<file path="config.mk">
export PLATFORM = sky130hd
export DESIGN_NAME = rvh_l1d_req_arb
export DESIGN_NICKNAME = d
export VERILOG_FILES = /design/src/rtl/rvh_pkg.sv /design/src/rtl/rvh_rr_arbiter.sv /design/src/rtl/rvh_l1d_req_arb.sv
export SDC_FILE = /design/constraint.sdc
export NUM_CORES = 1
export LEC_CHECK = 0
export ABC_AREA = 0
export BUFFER_PORTS_ARGS = -buffer_cell sky130_fd_sc_hd__buf_2
export CAP_MARGIN = 20
export CORE_AREA = 2 2 152 154
export CTS_CLUSTER_SIZE = 8
export DETAILED_ROUTE_END_ITERATION = 12
export DIE_AREA = 0 0 154 156
export PLACE_DENSITY_LB_ADDON = 0.12
export SYNTH_ARGS = -nofsm -noshare
export SYNTH_HDL_FRONTEND = slang
export SYNTH_SLANG_ARGS = --single-unit
</file>
<file path="constraint.sdc">
create_clock -name clk -period 4.7 [get_ports clk]
set_input_delay 1.175 -clock clk [delete_from_list [all_inputs] [get_ports clk]]
set_output_delay 1.175 -clock clk [all_outputs]
set_load 0.01 [all_outputs]
</file>
<file path="src/rtl/rvh_pkg.sv">
// Shared LSU/L1D widths and the arbitrated L1D request payload.
package rvh_pkg;

    localparam int unsigned LSU_ADDR_PIPE_COUNT = 2;
    localparam int unsigned PADDR_WIDTH         = 40;
    localparam int unsigned XLEN                = 64;
    localparam int unsigned LDQ_TAG_WIDTH       = 4;
    localparam int unsigned STQ_TAG_WIDTH       = 5;
    localparam int unsigned ROB_TAG_WIDTH       = 6;
    localparam int unsigned PTW_ID_WIDTH        = 2;

    function automatic int unsigned max_u(input int unsigned a, input int unsigned b);
        return (a > b) ? a : b;
    endfunction

    // Wide enough for any of the LDQ index, STQ index or walker id.
    localparam int unsigned LSQ_TAG_WIDTH = max_u(max_u(LDQ_TAG_WIDTH, STQ_TAG_WIDTH), PTW_ID_WIDTH);

    localparam int unsigned L1D_ARB_SRC_W = $clog2(LSU_ADDR_PIPE_COUNT + 2);

    localparam logic [L1D_ARB_SRC_W-1:0] L1D_ARB_SRC_ST  = L1D_ARB_SRC_W'(LSU_ADDR_PIPE_COUNT);
    localparam logic [L1D_ARB_SRC_W-1:0] L1D_ARB_SRC_PTW = L1D_ARB_SRC_W'(LSU_ADDR_PIPE_COUNT + 1);

    typedef struct packed {
        logic [L1D_ARB_SRC_W-1:0] src;
        logic [PADDR_WIDTH-1:0]   paddr;
        logic [XLEN-1:0]          data;
        logic [XLEN/8-1:0]        mask;
        logic [LSQ_TAG_WIDTH-1:0] tag;
        logic [ROB_TAG_WIDTH-1:0] rob_tag;
    } l1d_arb_req_t;

endpackage

</file>
<file path="src/rtl/rvh_rr_arbiter.sv">
// Combinational round-robin arbiter: first requester at or after ptr wins.
module rvh_rr_arbiter #(
    parameter int unsigned N = 2,
    localparam int unsigned PTR_W = (N > 1) ? $clog2(N) : 1
) (
    input  logic [N-1:0]     req,
    input  logic [PTR_W-1:0] ptr,
    output logic [N-1:0]     gnt
);

    logic             found;
    logic [PTR_W-1:0] idx;

    always_comb begin
        gnt   = '0;
        found = 1'b0;
        idx   = '0;
        for (int unsigned i = 0; i < N; i++) begin
            idx = PTR_W'((32'(ptr) + i) % N);
            if (!found && req[idx]) begin
                gnt[idx] = 1'b1;
                found    = 1'b1;
            end
        end
    end

endmodule

</file>
<file path="src/rtl/rvh_l1d_req_arb.sv">
// L1D single-port request arbiter: PTW > boosted store > round-robin loads > store,
// registered into a one-entry valid/ready output stage.
module rvh_l1d_req_arb
    import rvh_pkg::*;
#(
    parameter int unsigned N_LD          = LSU_ADDR_PIPE_COUNT,
    parameter int unsigned STARVE_THRESH = 8,
    parameter int unsigned CNT_W         = $clog2(STARVE_THRESH + 1)
) (
    input  logic                                 clk,
    input  logic                                 rst_n,
    input  logic [N_LD-1:0]                      ld_req_vld_i,
    output logic [N_LD-1:0]                      ld_req_rdy_o,
    input  logic [N_LD-1:0][PADDR_WIDTH-1:0]     ld_req_paddr_i,
    input  logic [N_LD-1:0][LDQ_TAG_WIDTH-1:0]   ld_req_lsq_tag_i,
    input  logic [N_LD-1:0][ROB_TAG_WIDTH-1:0]   ld_req_rob_tag_i,
    input  logic                                 st_req_vld_i,
    output logic                                 st_req_rdy_o,
    input  logic [PADDR_WIDTH-1:0]               st_req_paddr_i,
    input  logic [XLEN-1:0]                      st_req_data_i,
    input  logic [XLEN/8-1:0]                    st_req_mask_i,
    input  logic [STQ_TAG_WIDTH-1:0]             st_req_lsq_tag_i,
    input  logic                                 stq_almost_full_i,
    input  logic                                 ptw_req_vld_i,
    output logic                                 ptw_req_rdy_o,
    input  logic [PADDR_WIDTH-1:0]               ptw_req_paddr_i,
    input  logic [PTW_ID_WIDTH-1:0]              ptw_req_id_i,
    input  logic                                 flush_i,
    output logic                                 l1d_req_vld_o,
    input  logic                                 l1d_req_rdy_i,
    output l1d_arb_req_t                         l1d_req_o
);

    localparam int unsigned LD_PTR_W = (N_LD > 1) ? $clog2(N_LD) : 1;

    logic [LD_PTR_W-1:0] rr_ptr;
    logic [CNT_W-1:0]    starve_cnt;

    logic [N_LD-1:0]     ld_req_eff;
    logic [N_LD-1:0]     ld_gnt;
    logic [LD_PTR_W-1:0] ld_idx;
    logic                cap_free;
    logic                boost;
    logic                load_drop;
    logic                ptw_win;
    logic                st_win;
    logic                ld_win;
    logic                any_win;
    l1d_arb_req_t        nxt_req;

    // Loads are invisible during a flush.
    assign ld_req_eff = flush_i ? '0 : ld_req_vld_i;

    rvh_rr_arbiter #(
        .N   (N_LD)
    ) u_ld_arb (
        .req (ld_req_eff),
        .ptr (rr_ptr),
        .gnt (ld_gnt)
    );

    always_comb begin
        ld_idx = '0;
        for (int unsigned k = 0; k < N_LD; k++) begin
            if (ld_gnt[k]) begin
                ld_idx = LD_PTR_W'(k);
            end
        end
    end

    assign cap_free  = !l1d_req_vld_o || l1d_req_rdy_i;
    assign boost     = (starve_cnt == CNT_W'(STARVE_THRESH)) || stq_almost_full_i;
    assign load_drop = flush_i && l1d_req_vld_o && !l1d_req_rdy_i
                       && (l1d_req_o.src < L1D_ARB_SRC_W'(N_LD));

    // Fixed-priority selection among the source classes; nothing granted in reset.
    always_comb begin
        ptw_win = 1'b0;
        st_win  = 1'b0;
        ld_win  = 1'b0;
        if (rst_n && cap_free) begin
            if (ptw_req_vld_i) begin
                ptw_win = 1'b1;
            end else if (st_req_vld_i && boost) begin
                st_win = 1'b1;
            end else if (|ld_req_eff) begin
                ld_win = 1'b1;
            end else if (st_req_vld_i) begin
                st_win = 1'b1;
            end
        end
    end

    assign any_win       = ptw_win || st_win || ld_win;
    assign ld_req_rdy_o  = ld_win ? ld_gnt : '0;
    assign st_req_rdy_o  = st_win;
    assign ptw_req_rdy_o = ptw_win;

    always_comb begin
        nxt_req = '0;
        if (ptw_win) begin
            nxt_req.src   = L1D_ARB_SRC_PTW;
            nxt_req.paddr = ptw_req_paddr_i;
            nxt_req.tag   = LSQ_TAG_WIDTH'(ptw_req_id_i);
        end else if (st_win) begin
            nxt_req.src   = L1D_ARB_SRC_ST;
            nxt_req.paddr = st_req_paddr_i;
            nxt_req.data  = st_req_data_i;
            nxt_req.mask  = st_req_mask_i;
            nxt_req.tag   = LSQ_TAG_WIDTH'(st_req_lsq_tag_i);
        end else begin
            nxt_req.src     = L1D_ARB_SRC_W'(ld_idx);
            nxt_req.paddr   = ld_req_paddr_i[ld_idx];
            nxt_req.tag     = LSQ_TAG_WIDTH'(ld_req_lsq_tag_i[ld_idx]);
            nxt_req.rob_tag = ld_req_rob_tag_i[ld_idx];
        end
    end

    // One-entry output stage; a grant replaces the entry, accept or flush-drop empties it.
    always_ff @(posedge clk or negedge rst_n) begin
        if (!rst_n) begin
            l1d_req_vld_o <= 1'b0;
            l1d_req_o     <= '0;
        end else if (any_win) begin
            l1d_req_vld_o <= 1'b1;
            l1d_req_o     <= nxt_req;
        end else if (l1d_req_rdy_i || load_drop) begin
            l1d_req_vld_o <= 1'b0;
        end
    end

    always_ff @(posedge clk or negedge rst_n) begin
        if (!rst_n) begin
            rr_ptr <= '0;
        end else if (ld_win) begin
            rr_ptr <= (ld_idx == LD_PTR_W'(N_LD - 1)) ? '0 : ld_idx + LD_PTR_W'(1);
        end
    end

    // Counts consecutive cycles a pending store has lost arbitration.
    always_ff @(posedge clk or negedge rst_n) begin
        if (!rst_n) begin
            starve_cnt <= '0;
        end else if (!st_req_vld_i || st_win) begin
            starve_cnt <= '0;
        end else if (starve_cnt != CNT_W'(STARVE_THRESH)) begin
            starve_cnt <= starve_cnt + CNT_W'(1);
        end
    end

endmodule

</file>
==> results of run 1 <==
-- per-stage QoR --
step           hold slack, ns  util, %  cell area [sq um]
2_1_floorplan           0.473        -               6220
3_3_place_gp            0.473     37.8               8440
3_5_place_dp            0.474     37.8               8440
4_1_cts                 0.490     40.5               9060
5_1_grt                 0.507     40.5               9070
6_report                0.485     40.5               9070
-- kinds of logic (layout without fill, tap and decap cells) --
family	count (synthesis)	count (layout)	synth area share (%)
AO/OA/AOI/OAI	177	177	23.2
flip-flops	131	131	52.7
AND/OR/NAND/NOR	116	116	10.6
buffers and inverters	60	451	4.75
multiplexers	49	49	7.89
XOR/XNOR	3	3	0.423
adder cells (fa/ha/maj)	2	2	0.402
other	0	3	0
-- registers in the layout, summed over array words and instances (netlist names) --
name	count
rr_ptr	1
l1d_req_vld_o	1
l1d_req_o	125
starve_cnt	4
-- metal layers --
metal	track usage (%)	vias to the layer above	part of all wire [%]
met3	4.94	34	6.6
met1	23.6	2888	41
met4	7.34	0	2.5
met5	0	-	0
li1	-	2849	-
met2	32.2	257	50
-- how the worst min path moves through the flow --
stage | cells after the start | slack, ns | from | endpoint
2_1_floorplan | 1 | 0.47 | rr_ptr | rr_ptr
3_3_place_gp | 1 | 0.47 | l1d_req_o[8] | l1d_req_o[8]
3_5_place_dp | 1 | 0.47 | l1d_req_o[1] | l1d_req_o[1]
4_1_cts | 1 | 0.49 | l1d_req_o[8] | l1d_req_o[8]
5_1_grt | 1 | 0.51 | l1d_req_o[1] | l1d_req_o[1]
6_report | 1 | 0.48 | l1d_req_o[8] | l1d_req_o[8]
-- cell type report --
cell class                 count  area (sq um)
multi-input combinational    347          2660
clock inverter                15           189
tap                          285           357
fill                        2237         13300
timing repair buffer         413          2130
sequential                   131          3280
inverter                       6          22.5
clock buffer                  17           425
antenna                        3          7.51
-- where the power goes --
group          internal (mW)  switching [mW]
Clock                  0.810           0.589
Sequential              1.29          0.0875
Combinational          0.354           0.417
Total                   2.45            1.09
-- layout by cell type, fill, tap and decap left out, types with 5 or more instances in the layout --
| master | instances |
|---|---|
| o2bb2ai_1 | 6 |
| clkbuf_16 | 17 |
| nor3_1 | 44 |
| nor2_1 | 6 |
| buf_4 | 15 |
| mux2i_1 | 49 |
| inv_1 | 5 |
| dfrtp_1 | 131 |
| a211oi_1 | 84 |
| and3_1 | 43 |
| inv_6 | 5 |
| buf_2 | 396 |
| a22o_1 | 73 |
-- worst reg2reg max path, cell delays in order, from the launching register on --
cell,delay [ns]
dfrtp_1,0.37
inv_1,0.08
ha_1,0.19
and3b_1,0.28
nor3_4,0.25
buf_4,0.54
o21ai_0,0.35
nor3_1,0.24
==> summary.md, run 1 <==
| Metric | Value |
|---|---|
| Register area share after synthesis | `52.7%` |
| Clk Tree Root Cell | `clkbuf_16` |
| Final-report max-slew violation count | `0` |
| Layout cell share with drive strength beyond 1 | `48.8%` |
| Maximum VDD drop | `0.217 mV` |
| Worst path required time | `3.52 ns` |
| Area leader, netlist | `dfrtp_1` |
| Die X | `154 um` |
| Most common cell in the synthesized netlist | `dfrtp_1` |
| Critical path, cell by cell | `buf_6 -> buf_4 -> and2_1 -> nand2_1 -> inv_1 -> buf_2` |
| Fin cells | `1217` |
| R2R setup slack | `2.32 ns` |
| DR pass1 iterations | `4` |
| Startpoint Class | `input pin` |
| Syn_nets | `808` |
| RSZ-0062 raised after global routing | `false` |
| Die H | `156 um` |
| Clock Latency Late Sink | `0.42 ns` |
| Status | `completed` |
| Starting density of the core | `27.8%` |
| Hold_buf cts | `0` |
| Congestion Overflow GR | `0` |
| Max clock buf depth | `2` |
| Share of the synthesized area in the top cell type | `52.7%` |
| Worst Tran Pin Value | `0.892 ns` |
| Clock skew | `0.0109 ns` |
| Die footprint | `24000 sq um` |
| Crit path max fanout | `65` |
| Nets | `1186` |
| CP Launch Point | `rst_n` |
| HP Class | `flop to flop` |
| H-Tree Level Count | `4` |
| CP Buf/Inv Count | `4` |
| Pre-CTS setup slack | `0.844 ns` |
| Post-Synthesis Cells | `538` |
| CP Depth | `6` |
| Vias/cell | `4.95` |
| Post-CTS sizing | `0` |
| Critical Path AT | `2.60 ns` |
| I/O Pins | `398` |
| Post-route DRC | `0` |
| CP endpoint kind | `primary output` |
| Drt total wl | `23.7 mm` |
| CTS tree | `yes` |
| PwrDens | `391 nW/um^2` |
| Avg Inst Size Synth | `11.6 sq um` |
| Vias in the first global route | `6114` |
| Max frequency | `0.265 GHz` |
| #FFs+latches synth | `131` |
| Pin count of the biggest net entering global routing | `81` |
| Post-CTS setup buffer count | `0` |
| Reg-to-reg critical path endpoint | `starve_cnt[2]` |
| Worst-path clk slew | `0.06 ns` |
| Port bufs | `397` |
| DP Cell Count | `1182` |
| Post-route setup TNS | `0 ns` |
| Static Leak | `5.00 nW` |
| Final Setup Violations | `0` |
| Max-slew headroom | `40.3%` |
| All-Layer GR Usage | `19.1%` |
| Netlist cell types | `37` |
| Post-synth EDFFs | `0` |
| Yosys Warn Count | `0` |
| Initial antenna violation count | `3` |
| DP Wirelength | `16.3 mm` |
| Cell Area, Synth | `6220 sq um` |
| Setup crit end | `ptw_req_rdy_o` |
| Crit path kind | `input pin to primary output` |
| Slowest-stage cell, CP | `buf_4` |
| Core area | `22400 sq um` |
| Critical register-to-register path startpoint | `starve_cnt[0]` |
| Fraction of registers with async set/reset | `100%` |
| Row Count | `55` |
| Fin crit share | `80.2%` |
| Detail Route Antenna Nets | `0` |
| Global-route wire length before repair | `35.6 mm` |
| Wirelength per Cell | `19.4 um` |
| Min Clock Period, post-route | `3.77 ns` |
| Reg2Reg Depth | `7` |
| Max_cap viols | `0` |
| Vias | `6028` |
| Top cells by area, synth | `dfrtp_1 53%, a22o_1 10%, a211oi_1 10%` |
| Total CTS buffers | `17` |
| Ys flop type | `dfrtp_1` |
| Overall Power | `3.54 mW` |
| Clock sinks | `131` |
| First-iteration detailed-routing DRC count | `356` |
| Cell family with most CP delay | `buffers and inverters` |
| PnR worst setup slack | `0.929 ns` |
| Largest stage delay, worst path | `0.67 ns` |
| Synthesis-to-finish area growth | `45.8%` |
| Most frequent cells after synthesis | `131 x dfrtp_1, 84 x a211oi_1, 73 x a22o_1, 49 x mux2i_1, 44 x nor3_1` |
| GP Congestion | `0.761` |
| Final hold vios | `0` |
Note: power is estimated with default switching activity, not from simulation.
==> run 2: changes to the inputs <==
--- a/config.mk
+++ b/config.mk
@@ -5,13 +5,13 @@
 export SDC_FILE = /design/constraint.sdc
 export NUM_CORES = 1
 export LEC_CHECK = 0
-export ABC_AREA = 0
+export ABC_AREA = 1
 export BUFFER_PORTS_ARGS = -buffer_cell sky130_fd_sc_hd__buf_2
 export CAP_MARGIN = 20
-export CORE_AREA = 2 2 152 154
+export CORE_AREA = 2 2 156 158
 export CTS_CLUSTER_SIZE = 8
 export DETAILED_ROUTE_END_ITERATION = 12
-export DIE_AREA = 0 0 154 156
+export DIE_AREA = 0 0 158 160
 export PLACE_DENSITY_LB_ADDON = 0.12
 export SYNTH_ARGS = -nofsm -noshare
 export SYNTH_HDL_FRONTEND = slang
==> constraint.sdc (replaced) <==
create_clock -name clk -period 3.3 [get_ports clk]
set_input_delay 0.825 -clock clk [delete_from_list [all_inputs] [get_ports clk]]
set_output_delay 0.825 -clock clk [all_outputs]
set_load 0.01 [all_outputs]
==> run 2 against run 1 <==
Critical endpoint is now ld_req_rdy_o[0]; synthesized cell count rose by 96%; worst hold slack got worse by 0.023 ns; sequential power increased by 45%; die area grew 5.2%; highest routed layer unchanged; final area grew 9.9%; largest power group is now sequential cells.
==> summary.md, run 2 <==
| Metric | Value |
|---|---|
| Port bufs | `397 (unchanged)` |
| Commonest non-fill, non-tap cell in the layout | `nand2_1` |
| CP endpoint kind | `primary output` |
| Final Setup Violations | `0 (unchanged)` |
| Most frequent cells in the layout | `459 x nand2_1, 396 x buf_2, 173 x nor2_1, 131 x dfrtp_1, 91 x nand3_1` |
| Slowest-stage cell, CP | `a21oi_1` |
| Cell family with most CP delay | `simple AND/OR/NAND/NOR gates` |
| CP Buf/Inv Count | `3 (-1)` |
| First-iteration detailed-routing DRC count | `307 (-14%)` |
| Worst Tran Pin Value | `0.865 ns (-0.0267 ns)` |
| Synthesis-to-finish area growth | `40.1%` |
| Post-synth EDFFs | `0 (unchanged)` |
| Most common cell in the synthesized netlist | `nand2_1` |
| Die X | `158 um (+2.6%)` |
| Nets | `1688 (+42%)` |
| Vias in the first global route | `7299 (+19%)` |
| Top cells by area, synth | `dfrtp_1 46%, nand2_1 24%, nor2_1 9.1%` |
| Drt total wl | `25.9 mm (+9.3%)` |
| Global-route wire length before repair | `39.9 mm (+12%)` |
| Max reg flops | `125 (unchanged)` |
| Layout cell share with drive strength beyond 1 | `32.0% (-17 points)` |
| Register area share after synthesis | `46.1% (-6.6 points)` |
| Wirelength per Cell | `14.7 um (-24%)` |
| Fraction of registers with async set/reset | `100% (unchanged)` |
| Max-slew headroom | `42.3% (+2.0 points)` |
| Avg Inst Size Synth | `6.76 sq um (-42%)` |
| Yosys Warn Count | `0 (unchanged)` |
| Die footprint | `25300 sq um (+5.2%)` |
| Crit path kind | `input pin to primary output` |
| Startpoint Class | `input pin` |
| Top flop regs | `l1d_req_o (125), starve_cnt (4)` |
| Final hold vios | `0 (unchanged)` |
| Die H | `160 um (+2.6%)` |
| Row Count | `57 (+3.6%)` |
| Total CTS buffers | `17 (unchanged)` |
| Design area | `9960 sq um (+9.9%)` |
| Post-route setup TNS | `0 ns (unchanged)` |
| Cell Area, Synth | `7110 sq um (+14%)` |
| Clock sinks | `131 (unchanged)` |
| Clk Tree Root Cell | `clkbuf_16` |
| H-Tree Level Count | `4 (unchanged)` |
| DP Wirelength | `18.7 mm (+15%)` |
| Critical Path AT | `1.88 ns (-0.72 ns)` |
| Pre-CTS setup slack | `0.571 ns (-0.274 ns)` |
| Worst-path clk slew | `0.05 ns (about the same)` |
| Largest stage delay, worst path | `0.23 ns (-0.44 ns)` |
| Maximum VDD drop | `0.239 mV (+9.8%)` |
| Worst path required time | `2.47 ns (-1.05 ns)` |
| Detail Route Antenna Nets | `0 (unchanged)` |
| CTS tree | `yes` |
| Min Clock Period, post-route | `2.71 ns` |
| Syn_nets | `1322 (+64%)` |
| Initial antenna violation count | `5 (+2)` |
| Status | `completed` |
| PwrDens | `518 nW/um^2 (+33%)` |
| Post-CTS setup buffer count | `0 (unchanged)` |
| Ys flop type | `dfrtp_1` |
| Post-Synthesis Cells | `1052 (+96%)` |
| Max clock buf depth | `2 (unchanged)` |
| #FFs+latches synth | `131 (unchanged)` |
| Fin crit share | `82.1%` |
| Vias | `7695 (+28%)` |
| Filler Cells Inserted | `2672 (+19%)` |
| DR pass1 iterations | `6 (+2)` |
| Max frequency | `0.369 GHz` |
| Final-report max-slew violation count | `0 (unchanged)` |
| I/O Pins | `398 (unchanged)` |
| Most frequent cells after synthesis | `461 x nand2_1, 173 x nor2_1, 131 x dfrtp_1, 92 x nand3_1, 50 x inv_1` |
| GP Congestion | `0.822 (+8.1%)` |
| Critical path, cell by cell | `buf_2 -> inv_1 -> nand2_1 -> nand3_1 -> nor2_1 -> nand2_1 -> a21oi_1 -> buf_2` |
| Congestion Overflow GR | `0 (unchanged)` |
| Starting density of the core | `29.9% (+2.0 points)` |
| Biggest register | `l1d_req_o` |
| Pin count of the biggest net entering global routing | `85 (+4.9%)` |
| Post-CTS sizing | `0 (unchanged)` |
| Netlist cell types | `27 (-27%)` |
| All-Layer GR Usage | `20.4% (+1.3 points)` |
| Vias/cell | `4.37 (-12%)` |
| R2R setup slack | `1.08 ns (-1.24 ns)` |
| Core area | `23800 sq um (+6.5%)` |
| Area leader, netlist | `dfrtp_1` |
| Max_cap viols | `0 (unchanged)` |
| HP Class | `flop to flop` |
| Hold_buf cts | `0 (unchanged)` |
| Clock Latency Late Sink | `0.42 ns (about the same)` |
| Static Leak | `5.94 nW (+19%)` |
| Clock skew | `0.0120 ns (+0.00111 ns)` |
| Share of the synthesized area in the top cell type | `46.1% (-6.6 points)` |
| PnR worst setup slack | `0.592 ns (-0.337 ns)` |
| Post-route DRC | `0 (unchanged)` |
| RSZ-0062 raised after global routing | `false` |
| Crit path max fanout | `5 (-92%)` |
| DP Area | `9330 sq um (+11%)` |
-- run 2: logic make-up after synthesis --
family	Yosys count	share of synthesized area [%]
xor gates and xnor gates	3	0.370
muxes	6	0.845
DFF	131	46.1
adders and majority gates	2	0.352
AOI/OAI and AO/OA	53	3.77
and+or+nand+nor	735	41.0
buffers and inverters	122	7.57
-- run 2: path summary, 6_finish.rpt --
| check | start | end | depth (start not counted) |
|---|---|---|---|
| worst max-delay path | l1d_req_rdy_i | ld_req_rdy_o[0] | 8 |
| worst min-delay path | l1d_req_o[55] | l1d_req_o[55] | 2 |
| worst max register to register | starve_cnt[0] | l1d_req_o[111] | 9 |
| worst min register to register | l1d_req_o[55] | l1d_req_o[55] | 2 |
| max in group asynchronous | rst_n | l1d_req_o[119] | 4 |
| min in group asynchronous | rst_n | l1d_req_o[73] | 2 |
-- run 2: power breakdown --
group / internal [mW] / total [mW] / switching (mW)
combinational: 0.506 / 1.28 / 0.771
clock: 1.14 / 1.91 / 0.765
sequential: 1.85 / 1.98 / 0.126
total: 3.50 / 5.16 / 1.66
-- run 2: cell type report --
class                           instances  area [sq um]  share of cell area, %
Antenna cell                            5          12.5                  0.126
Clock buffer                           19           443                   4.45
Clock inverter                         13           149                   1.49
Inverter                               55           206                   2.07
Multi-Input combinational cell        799          3320                   33.3
Sequential cell                       131          3280                   32.9
Tap cell                              324           405                   4.07
Timing Repair Buffer                  414          2150                   21.6
-- run 2: per-stage QoR --
stage               utilization, %  power (mW)  hold slack [ns]  std cells
floorplan                        -        2.67            0.481       1052
global placement              39.2        3.30            0.449       1722
detailed placement            39.2        3.31            0.453       1722
CTS                           41.7        5.25            0.467       1754
global route                  41.8        5.50            0.483       1759
finish                        41.8        5.16            0.461       1760
-- run 2: layer usage --
layer | GRT usage (%) | vias up | share of wire (%)
met1 | 25.0 | 3419 | 42
met4 | 7.25 | 0 | 2.2
li1 | - | 3966 | -
met5 | 0 | - | 0
met3 | 5.48 | 30 | 8.2
met2 | 34.4 | 280 | 48
-- run 2: tightest hold or removal path: cells and delay by family (launching register included) --
family / cells / cell delay [ns]
DFF: 1 / 0.33
and+or+nand+nor: 2 / 0.10
